--- src/rtl/seg_scan_pkg.sv ---
// Shared types and constants for the multiplexed seven-segment scan controller.
package seg_scan_pkg;

  typedef enum logic [1:0] {
    ST_IDLE  = 2'd0,
    ST_BLANK = 2'd1,
    ST_SHOW  = 2'd2
  } scan_state_t;

  // Hex nibble to segments, bit0 = a .. bit6 = g, active high.
  localparam logic [6:0] HEX7_LUT [16] = '{
    7'h3F, 7'h06, 7'h5B, 7'h4F, 7'h66, 7'h6D, 7'h7D, 7'h07,
    7'h7F, 7'h6F, 7'h77, 7'h7C, 7'h39, 7'h5E, 7'h79, 7'h71
  };

endpackage

--- src/rtl/seg_hex7.sv ---
// Combinational hex nibble to seven-segment decoder.
module seg_hex7
  import seg_scan_pkg::*;
(
  input  logic [3:0] nibble,
  output logic [6:0] seg
);

  always_comb begin
    seg = HEX7_LUT[nibble];
  end

endmodule

--- src/rtl/seg_scan_ctrl.sv ---
// Multiplexed display scan controller: digit register file, blank/show slot
// sequencing and registered drive. Define SEG_SCAN_HEXDEC_EN for hex decoding.
module seg_scan_ctrl
  import seg_scan_pkg::*;
#(
  parameter int DIGITS       = 4,
  parameter int SEG_W        = 8,
  parameter int PRESCALE     = 1024,
  parameter int BLANK_CYCLES = 16
)
(
  input  logic                      clk,
  input  logic                      reset,
  input  logic                      wr_en,
  input  logic [$clog2(DIGITS)-1:0] wr_addr,
  input  logic [SEG_W-1:0]          wr_data,
  input  logic                      enable,
  output logic [SEG_W-1:0]          seg_out,
  output logic [DIGITS-1:0]         dig_sel,
  output logic [$clog2(DIGITS)-1:0] cur_digit,
  output logic                      frame_done
);

  localparam int AW     = $clog2(DIGITS);
  localparam int PH_MAX = (PRESCALE > BLANK_CYCLES) ? PRESCALE : BLANK_CYCLES;
  localparam int PH_W   = (PH_MAX > 1) ? $clog2(PH_MAX) : 1;

  localparam logic [PH_W-1:0] SHOW_LAST  = PH_W'(PRESCALE - 1);
  localparam logic [PH_W-1:0] BLANK_LAST = PH_W'((BLANK_CYCLES > 0) ? BLANK_CYCLES - 1 : 0);
  localparam logic [AW-1:0]   LAST_DIG   = AW'(DIGITS - 1);
  localparam scan_state_t     SLOT_ENTRY = (BLANK_CYCLES == 0) ? ST_SHOW : ST_BLANK;

  scan_state_t       state_q, state_d;
  logic [PH_W-1:0]   phase_q, phase_d;
  logic [AW-1:0]     cur_digit_q, cur_digit_d;
  logic              frame_done_q, frame_done_d;
  logic [SEG_W-1:0]  seg_out_q, seg_out_d;
  logic [DIGITS-1:0] dig_sel_q, dig_sel_d;
  logic [SEG_W-1:0]  digit_q [DIGITS];
  logic [SEG_W-1:0]  digit_d [DIGITS];

  logic              wr_hit;
  logic [SEG_W-1:0]  cur_raw;
  logic [SEG_W-1:0]  shown;

  // Digit register file; out-of-range addresses are dropped entirely.
  always_comb begin
    wr_hit = wr_en && ({1'b0, wr_addr} < (AW + 1)'(DIGITS));
    for (int unsigned i = 0; i < DIGITS; i++) begin
      digit_d[i] = digit_q[i];
      if (wr_hit && (wr_addr == AW'(i))) begin
        digit_d[i] = wr_data;
      end
    end
  end

  always_ff @(posedge clk) begin
    if (reset) begin
      state_q      <= ST_IDLE;
      phase_q      <= '0;
      cur_digit_q  <= '0;
      frame_done_q <= 1'b0;
      seg_out_q    <= '0;
      dig_sel_q    <= '0;
      for (int unsigned i = 0; i < DIGITS; i++) begin
        digit_q[i] <= '0;
      end
    end else begin
      state_q      <= state_d;
      phase_q      <= phase_d;
      cur_digit_q  <= cur_digit_d;
      frame_done_q <= frame_done_d;
      seg_out_q    <= seg_out_d;
      dig_sel_q    <= dig_sel_d;
      for (int unsigned i = 0; i < DIGITS; i++) begin
        digit_q[i] <= digit_d[i];
      end
    end
  end

  always_comb begin
    state_d      = state_q;
    phase_d      = phase_q;
    cur_digit_d  = cur_digit_q;
    frame_done_d = 1'b0;
    if (!enable) begin
      state_d     = ST_IDLE;
      phase_d     = '0;
      cur_digit_d = '0;
    end else begin
      case (state_q)
        ST_IDLE: begin
          state_d     = SLOT_ENTRY;
          phase_d     = '0;
          cur_digit_d = '0;
        end
        ST_BLANK: begin
          if (phase_q == BLANK_LAST) begin
            state_d = ST_SHOW;
            phase_d = '0;
          end else begin
            phase_d = phase_q + 1'b1;
          end
        end
        ST_SHOW: begin
          if (phase_q == SHOW_LAST) begin
            state_d = SLOT_ENTRY;
            phase_d = '0;
            if (cur_digit_q == LAST_DIG) begin
              cur_digit_d  = '0;
              frame_done_d = 1'b1;
            end else begin
              cur_digit_d = cur_digit_q + 1'b1;
            end
          end else begin
            phase_d = phase_q + 1'b1;
          end
        end
        default: begin
          state_d = ST_IDLE;
          phase_d = '0;
        end
      endcase
    end
  end

  // Drive is computed from the next state so outputs line up with the state
  // register; reading digit_q (not digit_d) gives the two-cycle write latency.
  always_comb begin
    cur_raw = digit_q[cur_digit_d];
  end

`ifdef SEG_SCAN_HEXDEC_EN
  logic [6:0] hex_seg;

  seg_hex7 u_hex7 (
    .nibble (cur_raw[3:0]),
    .seg    (hex_seg)
  );

  always_comb begin
    shown = SEG_W'({cur_raw[7], hex_seg});
  end
`else
  always_comb begin
    shown = cur_raw;
  end
`endif

  always_comb begin
    dig_sel_d = '0;
    seg_out_d = '0;
    if (state_d == ST_SHOW) begin
      dig_sel_d[cur_digit_d] = 1'b1;
      seg_out_d              = shown;
    end
  end

  assign seg_out    = seg_out_q;
  assign dig_sel    = dig_sel_q;
  assign cur_digit  = cur_digit_q;
  assign frame_done = frame_done_q;

endmodule
--- config.mk ---
export PLATFORM = sky130hd
export DESIGN_NAME = seg_scan_ctrl
export DESIGN_NICKNAME = d
export VERILOG_FILES = /design/src/rtl/seg_scan_pkg.sv /design/src/rtl/seg_hex7.sv /design/src/rtl/seg_scan_ctrl.sv
export SDC_FILE = /design/constraint.sdc
export NUM_CORES = 1
export LEC_CHECK = 0
export BUFFER_PORTS_ARGS = -buffer_cell sky130_fd_sc_hd__buf_2
export CORE_MARGIN = 2
export CORE_UTILIZATION = 50
export CTS_CLUSTER_DIAMETER = 120
export CTS_CLUSTER_SIZE = 14
export DETAILED_ROUTE_END_ITERATION = 8
export HOLD_SLACK_MARGIN = 0.12
export PLACE_DENSITY = 0.77
export RECOVER_POWER = 50
export SLEW_MARGIN = 10
export SYNTH_ARGS = -nofsm -noshare
export SYNTH_HDL_FRONTEND = slang
export SYNTH_SLANG_ARGS = --single-unit
--- constraint.sdc ---
create_clock -name clk -period 1.9 [get_ports clk]
set_input_delay 0.38 -clock clk [delete_from_list [all_inputs] [get_ports clk]]
set_output_delay 0.38 -clock clk [all_outputs]
set_load 0.01 [all_outputs]
==> metrics.cfg <==
[outcome]
outcome=finished, violations left
violations=setup timing

[floorplanning]
core_um2=5440
fp.dieH_um=78.4
die-area_um2=6150
rows=27
num_io_pins=29
die_x_um=78.4
initial_utilization=0.509

[placed_design]
gp_congestion=0.849
portBuffers=28
placed_area_um2=3110
hpwl_um=3630

[power_and_ir_drop]
p_leak_nw=1.33
power.share.switching=0.214
p_seq_frac=0.540
intPower_mw=2.07
cellPowerDensity_nw_per_um2=755
combPwrFrac=0.060
switchingPower_mw=0.564
vdd_ir_drop_max_mv=0.521
clockPowerShare=0.400

[setup_path]
start_kind=flop
cp.required_ps=2120
r2r_setup_slack_ps=-10
crit_arrival_ps=2130
critPathKind=flop to flop
endpoint_kind=flop
worstPathMaxFanout=8

[routing]
drt_wl_total_um=5550
ant_nets=0
viasPerCell=5.07
drc=0
drtIter0Drc=72
first_pass_iters=4
dr_total_vias=1938
routedWlPerCell_um=14.5

[clock_network]
clock_path_buffers=2
hold_buffers=0
clk_pin_slew_ps=60
cts_tree=done
insertion_delay_ps=330
cts.sinks=59
clockRootBuffer=clkbuf_8
cts_made_buffers=9
htreeDepth=3

[logic_synthesis]
synth_area_leader_cell=edfxtp_1
async_flop_share=0
synth_edf_count=32
syn_area_um2=2770
postSynthAreaPerCell_um2=11.3
synth_ff_type=edfxtp_1
syn_nets=266
synth_warnings=0
postSynthCellCount=246
synth_cell_type_count=42
synth_top_cells_by_area=edfxtp_1 35%, dfxtp_1 20%, and2_1 7.5%
synth-seq-area-share=0.542
synth_top_area_frac=0.347
ys_seq_elements=59

[final_layout]
layout_commonest_cell=edfxtp_1
drive_above_1_share=0.371
postLayoutCoreUtil=0.641
nNetsFinal=325
insertedDiodeCount=0
fillers=425
layout-area-overhead-vs-synth_pct=25.9
layout_common_cells=32 x edfxtp_1, 25 x nor2_1, 22 x and2_1, 22 x clkbuf_1, 20 x dfxtp_1
design_area_um2=3490

[timing]
slew_viol_final=0
fmax_mhz=523
fin_crit_ps=1910
slew_headroom=0.446
final_hold_viol_count=0
setup_viol=1
hold_slack_ps=356
worst_pin_slew_ps=829
rsz0062_at_grt=true
worst_slack_ps=-12.3
skew_ps=9.33
fin_crit_sh=1.01

[global_routing]
grt_pass1_wl_um=9300
grt_max_degree=14
grt_pass1_vias=1950
grt_overflow_total=0
antenna_found_initial=0
grt_util_all_layers=0.202

[hold_path]
hold_class=input pin to flop

[job]
maxCapViolCount=0

## worst paths after layout
path	startpoint	to	depth (start not counted)
setup reg to reg	phase_q[1]	seg_out[7]	9
hold reg to reg	phase_q[0]	phase_q[0]	2
hold / removal	wr_data[1]	digit_q[0][1]	2
setup / recovery	phase_q[1]	seg_out[7]	9
## metal layers
| metal | track usage | up-vias | wire length (um) |
|---|---|---|---|
| met5 | 0 | - | 0 |
| met1 | 0.237 | 905 | 2260 |
| met2 | 0.335 | 52 | 2880 |
| met3 | 0.0483 | 15 | 264 |
| li1 | - | 966 | - |
| met4 | 0.123 | 0 | 148 |
## what timing repair did
item,4_1_cts,5_1_grt
cloned,1,0
endpoints found under the hold margin,0,0
gates resized for setup,31,17
buffers inserted,5,0
endpoints found under the setup margin,12,13
pin swaps,19,5
## final cells by class
cell class / count / area (um2) / area share
inverters: 16 / 62.6 / 0.0179
clock inverters: 4 / 43.8 / 0.0126
well taps: 72 / 90.1 / 0.0258
repair buffers: 57 / 374 / 0.107
clock buffers: 12 / 135 / 0.0388
flip-flops and latches: 59 / 1510 / 0.434
multi-input cells: 162 / 1270 / 0.364
## stage by stage
| stage | worst slack (ps) | std cells | TNS [ps] | total power [mW] |
|---|---|---|---|---|
| global placement | -61.2 | 360 | -319 | 1.58 |
| detailed placement | -110 | 360 | -696 | 1.59 |
| CTS | -31.3 | 382 | -120 | 2.65 |
| finish | -12.3 | 382 | -12.3 | 2.63 |
| global route | -112 | 382 | -834 | 2.74 |
| floorplan | 9.16 | 246 | 0 | 1.53 |
## state kept, by name, indices dropped and copies added, names as in the netlist
name and count:
state_q 2, digit_q 32, frame_done 1, cur_digit 2
phase_q 10, dig_sel 4, seg_out 8
## worst max-delay path, cell delays in order, from the launching register on
cell and delay, ps:
dfxtp_2 350, ha_4 150, nand3_2 120, nor3_4 270, o22ai_4 130, clkbuf_16 170
buf_4 160, and3_2 210, o21ai_1 170, a21oi_2 70
## power by group through the flow
stage               clock [mW]  sequential [mW]  combinational, mW
floorplan                    0             1.44             0.0911
global placement             0             1.44              0.140
detailed placement           0             1.45              0.144
CTS                       1.07             1.42              0.163
global route              1.14             1.42              0.178
finish                    1.05             1.42              0.159
## cells by family (layout without fill, tap and decap cells)
kind of cell | count (synthesis) | after routing | share of synthesized area
AND/OR/NAND/NOR | 103 | 103 | 0.211
XOR/XNOR | 8 | 8 | 0.0253
buffers and inverters | 25 | 89 | 0.0497
multiplexers | 9 | 9 | 0.0362
flip-flops | 59 | 59 | 0.542
adder cells (fa/ha/maj) | 6 | 6 | 0.0271
AO/OA/AOI/OAI | 36 | 36 | 0.109
## synthesized netlist by cell type (all sizes together), types with 2 or more instances
master,instances
and2,33
nand2b,3
clkbuf,3
inv,16
buf,5
ha,6
a21o,2
dfxtp,27
o21bai,4
and3,10
nor3,6
xor2,4
edfxtp,32
a21oi,10
xnor2,4
o21ai,9
nand3,6
a22oi,8
nand2,9
nand4,3
mux2,8
nor2,28
Note: power is estimated with default switching activity, not from simulation.
